**src/rtl/clock_count_controller.sv**
```systemverilog
// rtl/clock_count_controller.sv - mode FSM and enable/direction sequencing for the alarm clock counters
// Optional inactivity auto-exit from set modes is built when SET_TIMEOUT_EN is defined.
module clock_count_controller #(
    parameter int SEC_MAX       = 59,
    parameter int MIN_MAX       = 59,
    parameter int TIMEOUT_TICKS = 30
) (
    input  logic       clk,
    input  logic       reset,
    input  logic       tick_1hz,
    input  logic       btn_mode,
    input  logic       btn_up,
    input  logic       btn_down,
    input  logic [5:0] sec_count,
    input  logic [5:0] min_count,
    output logic       sec_en,
    output logic       min_en,
    output logic       hr_en,
    output logic       alm_min_en,
    output logic       alm_hr_en,
    output logic       updown,
    output logic       sec_clr,
    output logic [2:0] mode
);

    typedef enum logic [2:0] {
        RUN      = 3'd0,
        SET_HR   = 3'd1,
        SET_MIN  = 3'd2,
        SET_AHR  = 3'd3,
        SET_AMIN = 3'd4
    } state_t;

    state_t state, state_next;
    logic   sec_en_next, min_en_next, hr_en_next, alm_min_en_next, alm_hr_en_next;
    logic   updown_next, sec_clr_next;
    logic   timeout_hit;
    logic   sec_at_max, min_at_max;

    assign sec_at_max = (sec_count == 6'(SEC_MAX));
    assign min_at_max = (min_count == 6'(MIN_MAX));

`ifdef SET_TIMEOUT_EN
    localparam int TW = $clog2(TIMEOUT_TICKS + 1);
    logic [TW-1:0] idle_cnt;

    assign timeout_hit = (idle_cnt == TW'(TIMEOUT_TICKS));

    // Idle counter lives only while we stay in a set mode; any button restarts it.
    always_ff @(posedge clk or posedge reset) begin
        if (reset) begin
            idle_cnt <= '0;
        end else if (state == RUN || state_next == RUN || state > SET_AMIN) begin
            idle_cnt <= '0;
        end else if (btn_mode || btn_up || btn_down) begin
            idle_cnt <= '0;
        end else if (tick_1hz && !timeout_hit) begin
            idle_cnt <= idle_cnt + 1'b1;
        end
    end
`else
    // The timeout length only matters in the timeout build; here this folds to 0.
    assign timeout_hit = (TIMEOUT_TICKS < 0);
`endif

    always_comb begin
        state_next      = state;
        sec_en_next     = 1'b0;
        min_en_next     = 1'b0;
        hr_en_next      = 1'b0;
        alm_min_en_next = 1'b0;
        alm_hr_en_next  = 1'b0;
        sec_clr_next    = 1'b0;
        updown_next     = updown;
        case (state)
            RUN: begin
                updown_next = 1'b1;
                if (btn_mode) state_next = SET_HR;
                // Time keeps counting on the edge that leaves RUN so no second is lost.
                if (tick_1hz) begin
                    sec_en_next = 1'b1;
                    min_en_next = sec_at_max;
                    hr_en_next  = sec_at_max && min_at_max;
                end
            end
            SET_HR, SET_MIN, SET_AHR, SET_AMIN: begin
                if (btn_mode) begin
                    case (state)
                        SET_HR:  state_next = SET_MIN;
                        SET_MIN: state_next = SET_AHR;
                        SET_AHR: state_next = SET_AMIN;
                        default: state_next = RUN;
                    endcase
                    sec_clr_next = (state == SET_MIN);
                    if (state == SET_AMIN) updown_next = 1'b1;
                end else if (timeout_hit) begin
                    state_next  = RUN;
                    updown_next = 1'b1;
                end else if (btn_up ^ btn_down) begin
                    updown_next = btn_up;
                    case (state)
                        SET_HR:  hr_en_next      = 1'b1;
                        SET_MIN: min_en_next     = 1'b1;
                        SET_AHR: alm_hr_en_next  = 1'b1;
                        default: alm_min_en_next = 1'b1;
                    endcase
                end
            end
            default: begin
                state_next  = RUN;
                updown_next = 1'b1;
            end
        endcase
    end

    always_ff @(posedge clk or posedge reset) begin
        if (reset) begin
            state      <= RUN;
            sec_en     <= 1'b0;
            min_en     <= 1'b0;
            hr_en      <= 1'b0;
            alm_min_en <= 1'b0;
            alm_hr_en  <= 1'b0;
            sec_clr    <= 1'b0;
            updown     <= 1'b1;
        end else begin
            state      <= state_next;
            sec_en     <= sec_en_next;
            min_en     <= min_en_next;
            hr_en      <= hr_en_next;
            alm_min_en <= alm_min_en_next;
            alm_hr_en  <= alm_hr_en_next;
            sec_clr    <= sec_clr_next;
            updown     <= updown_next;
        end
    end

    assign mode = state;

endmodule

```
**config.mk**
```make
export PLATFORM = sky130hd
export DESIGN_NAME = clock_count_controller
export DESIGN_NICKNAME = d
export VERILOG_FILES = /design/src/rtl/clock_count_controller.sv
export SDC_FILE = /design/constraint.sdc
export NUM_CORES = 1
export LEC_CHECK = 0
export BUFFER_PORTS_ARGS = -buffer_cell sky130_fd_sc_hd__buf_2
export CAP_MARGIN = 5
export CORE_AREA = 2 2 39 41
export CTS_CLUSTER_SIZE = 25
export DETAILED_ROUTE_END_ITERATION = 10
export DIE_AREA = 0 0 41 43
export HOLD_SLACK_MARGIN = 0.12
export PLACE_DENSITY = 0.69
export SYNTH_ARGS = -nofsm -noshare
export SYNTH_HDL_FRONTEND = slang
export SYNTH_SLANG_ARGS = --single-unit
```
**constraint.sdc**
```tcl
create_clock -name clk -period 2.82 [get_ports clk]
set_clock_uncertainty 0.05 [all_clocks]
set_input_delay 0.564 -clock clk [delete_from_list [all_inputs] [get_ports clk]]
set_output_delay 0.564 -clock clk [all_outputs]
set_load 0.01 [all_outputs]
```
==> impl_results.md, run 1 <==
- FF+latch count, synth: 10
- CTS clk-pin slew, worst paths: 0.07 ns
- Clk sinks: 10
- Setup bufs post-CTS: 0
- WL per Instance: 10.9 um
- Final hold vios: 0
- Final setup violation count: 0
- Clock Latency Late Sink: 0.25 ns
- Rows: 14
- Layout area overhead: 33.4%
- Leak: 0.356 nW
- Antenna-violating nets left: 0
- Ant. Diodes: 0
- Pwr/cell area: 815 nW/um^2
- Period utilization: 0.579
- Post-Syn Area: 490 um^2
- Core Util, Final: 0.473
- CTS max path bufs: 2
- Minimum clock period: 1.63 ns
- Synth warn: 0
- Grt ovf: 0
- Total track usage: 0.125
- Final nets: 92
- Sw frac: 0.358
- Total Wirelength: 970 um
- Die H: 43 um
- Critical path required time: 2.21 ns
- FF+latch area: 251 um^2
- Combinational share of power: 0.298
- Sw Pwr: 191 uW
- Max-cap violations: 0
- Post-synthesis compound-gate area fraction: 0.112
- Status: finished clean
- Resize count post-CTS: 0
- Die W: 41 um
- Simple-gate share of the synthesized area: 0.250
- CTS tree: yes
- Seq pwr share: 0.466
- Max Slew Vio Count: 0
- Critical path fanouts, max: 10
- Initial Util: 0.354
- IR drop worst, VDD: 405 uV
- Synth Instances: 46
- Buf+Inv Stages, Crit Path: 1
- Iter 0 DRT Violations: 9
- CTS buffer count: 3
- Critical Path AT: 1.02 ns
- Setup_tns: 0 ns
- Die ar.: 1760 um^2
- Critical path class: register to primary output
- CP cell instances: buf_2
- Routability cong.: 0.839
- P_int: 342 uW
- Main combinational cell family by area after synthesis: simple AND/OR/NAND/NOR gates
- Worst slew pin tran: 0.373 ns
- Core area: 1380 um^2
- Net Count, Synth: 64
- Worst path max stage delay: 0.56 ns
- Syn avg cell area: 10.7 um^2
- XOR/XNOR Fraction of Synth Area: 0.0536
- Fmax achieved: 612 MHz
- CTS H-tree depth: 1
- Cts hold-fix bufs: 0
- Synth cell types: 28
- Vias per cell: 4.80
- Io pins: 28
- Element type at the critical path end: primary output
- I/O Buffers: 27
- CP top delay family: flip-flops
- Via count: 427
- Initial antenna violation count: 0
- Relative slew slack: 0.751
- Crit path launch type: register
- RSZ-0062 raised after global routing: no
- Vias in the first global route: 372
- Filler instances: 143
- Global-route wire length before repair: 1460 um
- Area of the multi-input gates: 204 um^2
- CP max stage cell: dfrtp_1
- Worst hold path type: input port to asynchronous set/reset pin
- Sequential-to-total area share from yosys stat: 0.513
- DRC: 0
- Clk pwr share: 0.235
- Clk Tree Root Cell: clkbuf_4
- Mux contribution to synthesized area: 0
- Share of cells above drive strength 1: 0.466
- Synth Area in Adders: 0
- DR pass1 iterations: 4
- Largest net degree at the start of global routing: 12
## flip-flops by register name, indices dropped and copies added, names as in the netlist
register    count
mode            3
alm_hr_en       1
alm_min_en      1
hr_en           1
min_en          1
sec_clr         1
sec_en          1
updown          1
## stage by stage
step	setup slack, ns	total power, mW	std cells	cell area, um^2	hold WS, ns
2_1_floorplan	1.53	0.371	46	490	0.353
5_1_grt	1.12	0.573	89	654	0.248
3_5_place_dp	1.40	0.413	85	618	0.507
4_1_cts	1.16	0.540	89	654	0.224
6_report	1.19	0.533	89	654	0.212
3_3_place_gp	1.41	0.409	85	618	0.500
## power by group through the flow
stage | logic (mW) | clock network [mW] | registers (mW)
floorplan | 0.149 | 0 | 0.222
global placement | 0.156 | 0 | 0.253
detailed placement | 0.159 | 0 | 0.253
CTS | 0.162 | 0.128 | 0.250
global route | 0.180 | 0.135 | 0.258
finish | 0.159 | 0.125 | 0.249
## path summary, 6_finish.rpt
| kind | cells after the start | to | start | slack, ns |
|---|---|---|---|---|
| min in group clk | 2 | updown$_DFFE_PP1P_ | btn_down | 0.44 |
| max in group asynchronous | 2 | updown$_DFFE_PP1P_ | reset | 2.20 |
| max | 1 | mode[1] | mode[1]$_DFFE_PP0P_ | 1.19 |
| min | 2 | alm_hr_en$_DFF_PP0_ | reset | 0.21 |
| min reg2reg | 2 | updown$_DFFE_PP1P_ | updown$_DFFE_PP1P_ | 0.54 |
| max reg2reg | 3 | hr_en$_DFF_PP0_ | mode[0]$_DFFE_PP0P_ | 1.55 |
## cell usage in the layout (no fill, tap or decap), drive strengths merged
cell type / n
a21o: 1
a21oi: 1
a31o: 1
and3: 1
and4: 1
and4b: 1
buf: 27
clkbuf: 4
dfrtp: 9
dfstp: 1
inv: 2
nand2: 3
nand2b: 1
nand3: 1
nand4b: 1
nor2: 6
nor3: 1
nor4: 1
nor4b: 2
o211ai: 1
o21ai: 2
o31a: 1
o31ai: 1
xnor2: 2
xor2: 1
## logic make-up (layout without fill, tap and decap cells)
kind of cell    after synthesis  after routing
simple gates                 19             19
flops                        10             10
compound gates                8              8
buf+inv                       6             33
xor+xnor                      3              3
## layer usage
metal  share of wire  track usage  wire length [um]
met2            0.48        0.181               462
met4           0.012       0.0600                12
met3           0.070       0.0471                68
met5               0            0                 0
met1            0.44        0.157               426
## Yosys cell counts
cell type / instances / area, um^2
nor4b_4: 1 / 23.8
o211ai_1: 1 / 7.51
nor3_1: 1 / 5.00
nor4b_1: 1 / 8.76
o31ai_1: 1 / 7.51
a31o_2: 1 / 8.76
and4b_1: 1 / 10.0
nand3_1: 1 / 5.00
xor2_1: 1 / 8.76
a21oi_1: 1 / 5.00
nor4_1: 1 / 6.26
and4_1: 1 / 8.76
nand4b_1: 1 / 8.76
clkbuf_1: 1 / 3.75
xnor2_1: 2 / 17.5
nor2_1: 6 / 22.5
and3_1: 1 / 6.26
o31a_1: 1 / 8.76
nand2b_1: 1 / 6.26
inv_1: 2 / 7.51
dfstp_2: 1 / 26.3
buf_6: 1 / 11.3
dfrtp_1: 9 / 225
buf_2: 1 / 5.00
nand2_1: 3 / 11.3
buf_4: 1 / 7.51
a21o_1: 1 / 7.51
o21ai_0: 2 / 10.0
## area by class of cell
cell class	count	area share
inverter	2	0.0115
clock buffer	4	0.0554
sequential	10	0.384
tap	16	0.0306
multi-input combinational	30	0.312
timing repair buffer	27	0.207
Note: power is estimated with default switching activity, not from simulation.
==> inputs of run 2 (changes only) <==
==> constraint.sdc (replaced) <==
create_clock -name clk -period 1.7 [get_ports clk]
set_clock_uncertainty 0.05 [all_clocks]
set_input_delay 0.34 -clock clk [delete_from_list [all_inputs] [get_ports clk]]
set_output_delay 0.34 -clock clk [all_outputs]
set_load 0.01 [all_outputs]
==> impl_results.md, run 2 (synthesis results as in run 1) <==
- Worst R2R Start: mode[0]$_DFFE_PP0P_
- Worst slew pin tran: 0.383 ns (+0.00907 ns)
- CTS max path bufs: 2 (unchanged)
- Commonest cells after routing, fill and taps aside: buf_2, dfrtp_1, nor2_1, nand2_1, clkbuf_4
- Critical path fanouts, max: 11 (+1)
- IR drop worst, VDD: 764 uV (+89%)
- Initial antenna violation count: 0 (unchanged)
- Total Wirelength: 1030 um (+6.6%)
- CTS clk-pin slew, worst paths: 0.07 ns (about the same)
- Pwr/cell area: 1350 nW/um^2 (+65%)
- Ant. Diodes: 0 (unchanged)
- Layout area overhead: 35.5%
- Share of cells above drive strength 1: 0.459 (-0.00629)
- Finished Layout Cells: 90 (+1.1%)
- Core area: 1380 um^2 (unchanged)
- Commonest non-fill, non-tap cell in the layout: buf_2
- CP max stage cell: dfrtp_1
- Grt ovf: 0 (unchanged)
- Minimum clock period: 1.42 ns
- Iter 0 DRT Violations: 9 (unchanged)
- Initial Util: 0.354 (unchanged)
- DRC: 0 (unchanged)
- DR pass1 iterations: 4 (unchanged)
- WHS Endpoint: updown$_DFFE_PP1P_
- Critical path required time: 1.31 ns (-0.90 ns)
- Setup_tns: 0 ns (unchanged)
- Critical path origin: mode[2]$_DFFE_PP0P_
- Final instance area: 664 um^2 (+1.5%)
- Relative slew slack: 0.745 (-0.00605)
- WL per Instance: 11.5 um (+5.4%)
- Die W: 41 um (unchanged)
- Final hold vios: 0 (unchanged)
- Buf+Inv Stages, Crit Path: 1 (unchanged)
- Setup bufs post-CTS: 0 (unchanged)
- Resize count post-CTS: 0 (unchanged)
- FF-to-FF End: hr_en$_DFF_PP0_
- Critical path class: register to primary output
- Largest register FFs: 3 (unchanged)
- Hold slack: 0.226 ns (+0.0139 ns)
- Vias per cell: 4.94 (+3.1%)
- Critical Path AT: 1.03 ns (about the same)
- Die H: 43 um (unchanged)
- Final nets: 93 (+1.1%)
- Hold Path Origin: btn_down
- Dpl cell area: 618 um^2 (unchanged)
- DP Cell Count: 85 (unchanged)
- Hold path cells: 2
- Crit path launch type: register
- Rows: 14 (unchanged)
- Fmax achieved: 707 MHz
- CTS H-tree depth: 1 (unchanged)
- Io pins: 28 (unchanged)
- Largest net degree at the start of global routing: 12 (unchanged)
- Worst hold path type: input port to register
- Total track usage: 0.137 (+0.0119)
- Routability cong.: 0.826 (-1.6%)
- Element type at the critical path end: primary output
- Status: finished clean
- CP top delay family: flip-flops
- Global-route wire length before repair: 1560 um (+6.6%)
- Leak: 0.361 nW (+1.2%)
- I/O Buffers: 27 (unchanged)
- Max-cap violations: 0 (unchanged)
- Vias in the first global route: 411 (+10%)
- RSZ-0062 raised after global routing: no
- Clk Tree Root Cell: clkbuf_4
- Die ar.: 1760 um^2 (unchanged)
- Setup slack, reg-to-reg: 0.42 ns (-1.13 ns)
- Period utilization: 0.832
- Clock Latency Late Sink: 0.26 ns (about the same)
- Clk sinks: 10 (unchanged)
- Worst path max stage delay: 0.55 ns (about the same)
- CTS buffer count: 3 (unchanged)
- R2R cell count: 3 (unchanged)
- Final setup violation count: 0 (unchanged)
- Dpl hpwl: 812 um
- Max Slew Vio Count: 0 (unchanged)
- Via count: 445 (+4.2%)
- CP cell instances: buf_2
- CTS tree: yes
- Antenna-violating nets left: 0 (unchanged)
- Filler instances: 140 (-2.1%)
==> run 2: where the power goes <==
group	internal, mW	switching [mW]
sequential	0.303	0.105
clock	0.130	0.0826
combinational	0.137	0.136
total	0.570	0.324
==> run 2: worst max path at each step <==
stage / to / cells after the start
CTS: mode[1] / 1
global route: mode[0] / 1
floorplan: hr_en$_DFF_PP0_ / 4
detailed placement: hr_en$_DFF_PP0_ / 3
finish: mode[2] / 1
global placement: hr_en$_DFF_PP0_ / 3
==> run 2: what timing repair did <==
action / in CTS / in global routing
hold buffers: 1 / 0
hold endpoints to repair: 9 / 0
setup endpoints to repair: 0 / 0
==> run 2: layer usage <==
metal,vias up,GRT usage,wire length [um]
li1,218,-,-
met5,-,0,0
met2,20,0.216,494
met1,202,0.150,440
met4,0,0.100,25
met3,5,0.0314,72
==> run 2: final cells by class <==
| type | count | area, um^2 | area share |
|---|---|---|---|
| sequential | 10 | 251 | 0.379 |
| multi-input combinational | 30 | 204 | 0.307 |
| timing repair buffer | 28 | 145 | 0.218 |
| clock buffer | 4 | 36.3 | 0.0546 |
| tap | 16 | 20.0 | 0.0301 |
| inverter | 2 | 7.51 | 0.0113 |
==> run 2: stage by stage <==
step | worst slack (ns) | util | power (mW)
after floorplan | 0.454 | - | 0.615
after global placement | 0.463 | 0.447 | 0.676
after detailed placement | 0.437 | 0.447 | 0.683
after CTS | 0.284 | 0.480 | 0.902
after global routing | 0.222 | 0.480 | 0.969
final | 0.285 | 0.480 | 0.894
==> inputs of run 3 (changes only) <==
--- a/config.mk
+++ b/config.mk
@@ -5,6 +5,7 @@
 export SDC_FILE = /design/constraint.sdc
 export NUM_CORES = 1
 export LEC_CHECK = 0
+export ABC_AREA = 1
 export BUFFER_PORTS_ARGS = -buffer_cell sky130_fd_sc_hd__buf_2
 export CAP_MARGIN = 5
 export CORE_AREA = 2 2 39 41
@@ -12,7 +13,7 @@
 export DETAILED_ROUTE_END_ITERATION = 10
 export DIE_AREA = 0 0 41 43
 export HOLD_SLACK_MARGIN = 0.12
-export PLACE_DENSITY = 0.69
+export PLACE_DENSITY = 0.7
 export SYNTH_ARGS = -nofsm -noshare
 export SYNTH_HDL_FRONTEND = slang
 export SYNTH_SLANG_ARGS = --single-unit
==> constraint.sdc (replaced) <==
create_clock -name clk -period 1.4 [get_ports clk]
set_clock_uncertainty 0.05 [all_clocks]
set_input_delay 0.28 -clock clk [delete_from_list [all_inputs] [get_ports clk]]
set_output_delay 0.28 -clock clk [all_outputs]
set_load 0.01 [all_outputs]
==> impl_results.md, run 3 <==
- Clock Latency Late Sink: 0.27 ns (about the same)
- Sequential-to-total area share from yosys stat: 0.498 (-0.0152)
- Synth warn: 0 (unchanged)
- Clk pwr share: 0.195 (-0.043)
- Hold Path Origin: tick_1hz
- Worst slew pin tran: 0.388 ns (+0.00579 ns)
- Clk Tree Root Cell: clkbuf_4
- Core Util, Final: 0.498 (+0.0181)
- Top FF cell, synth: dfrtp_1
- Pre-CTS worst setup slack: 0.245 ns (-0.192 ns)
- DR pass1 iterations: 3 (-1)
- FF+latch area: 251 um^2 (unchanged)
- Fin worst setup slack: 0.139 ns (-0.146 ns)
- Worst hold path type: input port to register
- CTS clk-pin slew, worst paths: 0.07 ns (about the same)
- R2R cell count: 3 (unchanged)
- WHS Endpoint: sec_en$_DFF_PP0_
- Final hold vios: 0 (unchanged)
- Finished Layout Cells: 114 (+27%)
- Synth Instances: 67 (+46%)
- Net Count, Synth: 85 (+33%)
- Routability cong.: 0.901 (+9.1%)
- Resize count post-CTS: 0 (unchanged)
- Layout area overhead: 36.4%
- Total Wirelength: 1090 um (+4.9%)
- Total track usage: 0.154 (+0.0171)
- Vias per cell: 4.69 (-5.1%)
- Grt ovf: 0 (unchanged)
- Die W: 41 um (unchanged)
- CP max stage cell: dfrtp_1
- Final nets: 117 (+26%)
- Minimum clock period: 1.26 ns
- Rows: 14 (unchanged)
- Period utilization: 0.901
- Synth top cells by count: nand2_1, inv_1, dfrtp_1
- Area of the multi-input gates: 201 um^2 (-1.2%)
- I/O Buffers: 27 (unchanged)
- Status: finished clean
- Pwr/cell area: 1550 nW/um^2 (+15%)
- CTS H-tree depth: 1 (unchanged)
- FF+latch count, synth: 10 (unchanged)
- Seq pwr share: 0.416 (-0.041)
- Io pins: 28 (unchanged)
- Share of cells above drive strength 1: 0.347 (-0.113)
- Hold path cells: 3 (+1)
- CTS max path bufs: 2 (unchanged)
- Die ar.: 1760 um^2 (unchanged)
- Vias in the first global route: 463 (+13%)
- Max Slew Vio Count: 0 (unchanged)
- DP Cell Count: 109 (+28%)
- Commonest non-fill, non-tap cell in the layout: buf_2
- Setup slack, reg-to-reg: 0.23 ns (-0.19 ns)
- Clk sinks: 10 (unchanged)
- Ant. Diodes: 0 (unchanged)
- Worst R2R Start: mode[2]$_DFFE_PP0P_
- Critical Path AT: 0.93 ns (-0.10 ns)
- P_int: 644 uW (+13%)
- Filler instances: 139 (-0.71%)
- Max-cap violations: 0 (unchanged)
- DRC: 0 (unchanged)
- Leak: 0.413 nW (+15%)
- Largest net degree at the start of global routing: 11 (-1)
- WL per Instance: 9.52 um (-17%)
- RSZ-0062 raised after global routing: no
- Via count: 535 (+20%)
- CP cell instances: buf_2
- Iter 0 DRT Violations: 9 (unchanged)
- Number of flops mapped to enable cells by yosys: 0 (unchanged)
- Leading area contributor after synthesis: dfrtp_1
- Critical path fanouts, max: 8 (-3)
- Most frequent cell after synthesis: nand2_1
- CP top delay family: flip-flops
- Buf+Inv Stages, Crit Path: 1 (unchanged)
- Element type at the critical path end: primary output
- Worst path max stage delay: 0.48 ns (-0.07 ns)
- Async SR Flop Fraction: 1.00 (unchanged)
- Setup_tns: 0 ns (unchanged)
- Initial Util: 0.365 (+0.0109)
- Global-route wire length before repair: 1780 um (+14%)
- Core area: 1380 um^2 (unchanged)
- CTS tree: yes
- Synth cell types: 17 (-39%)
- Hold slack: 0.183 ns (-0.0429 ns)
- Sw frac: 0.396 (+0.0331)
- Dpl hpwl: 859 um (+5.8%)
- Die H: 43 um (unchanged)
- Critical path required time: 1.07 ns (-0.24 ns)
- Crit path launch type: register
- Commonest cells after routing, fill and taps aside: buf_2, nand2_1, inv_1, dfrtp_1, nor2_1
- Post-Syn Area: 505 um^2 (+3.1%)
- Area contributors post-synth: dfrtp_1, nand2_1, inv_1
- Syn avg cell area: 7.54 um^2 (-29%)
- Largest register FFs: 3 (unchanged)
- Sw Pwr: 422 uW (+30%)
- FF-to-FF End: alm_hr_en$_DFF_PP0_
- Relative slew slack: 0.741 (-0.00387)
- Post-synth top area share: 0.446 (-0.0136)
- Fmax achieved: 793 MHz
- Final setup violation count: 0 (unchanged)
- IR drop worst, VDD: 896 uV (+17%)
- Critical path class: register to primary output
- Combinational share of power: 0.389 (+0.084)
- CTS buffer count: 3 (unchanged)
- Initial antenna violation count: 0 (unchanged)
- Antenna-violating nets left: 0 (unchanged)
run 3: cell types whose count changed in the layout (fill, tap and decap cells not counted), moves of 2 or more:
cell / change
inv_1: +8
o21ai_0: +3
nand3_1: +2
nor2_1: +2
inv_2: +2
nand2_1: +16
nand4_1: +2
run 3: worst max path at each step:
stage / slack, ns / depth (start not counted) / to / from
after floorplan: 0.36 / 7 / hr_en$_DFF_PP0_ / mode[0]$_DFFE_PP0P_
after global placement: 0.29 / 3 / alm_hr_en$_DFF_PP0_ / mode[2]$_DFFE_PP0P_
after detailed placement: 0.25 / 3 / alm_hr_en$_DFF_PP0_ / mode[2]$_DFFE_PP0P_
after CTS: 0.14 / 1 / mode[1] / mode[1]$_DFFE_PP0P_
after global routing: 0.10 / 1 / mode[1] / mode[1]$_DFFE_PP0P_
final: 0.14 / 1 / mode[1] / mode[1]$_DFFE_PP0P_
run 3: power by group through the flow:
| stage | Combinational, mW | Clock (mW) | Sequential, mW |
|---|---|---|---|
| detailed placement | 0.416 | 0 | 0.447 |
| finish | 0.414 | 0.208 | 0.444 |
| global placement | 0.408 | 0 | 0.446 |
| CTS | 0.419 | 0.213 | 0.443 |
| floorplan | 0.232 | 0 | 0.481 |
| global route | 0.486 | 0.231 | 0.454 |
run 3: kinds of logic after synthesis:
group,Yosys count,synth area share
simple gates,36,0.312
buf+inv,13,0.104
flops,10,0.498
compound gates,7,0.0693
xor+xnor,1,0.0173
run 3: timing repair:
action                                  CTS  global route
hold buffers                              1             0
endpoints found under the setup margin    0             0
endpoints found under the hold margin     9             0
setup buffers                             0             0
run 3: through the flow:
stage               instance area, um^2  power [mW]
finish                              689        1.07
global placement                    653       0.854
detailed placement                  653       0.863
CTS                                 689        1.07
global route                        689        1.17
floorplan                           505       0.713
run 3: cell type report:
class | count | area share
Sequential cell | 10 | 0.365
Inverter | 12 | 0.0653
Multi-Input combinational cell | 44 | 0.292
Tap cell | 16 | 0.0290
Clock buffer | 4 | 0.0381
Timing Repair Buffer | 28 | 0.211
run 3: per-layer routing:
layer | track usage | part of all wire | vias up
li1 | - | - | 272
met1 | 0.166 | 0.41 | 245
met2 | 0.244 | 0.51 | 13
met3 | 0.0471 | 0.048 | 5
met4 | 0.100 | 0.038 | 0
met5 | 0 | 0 | -
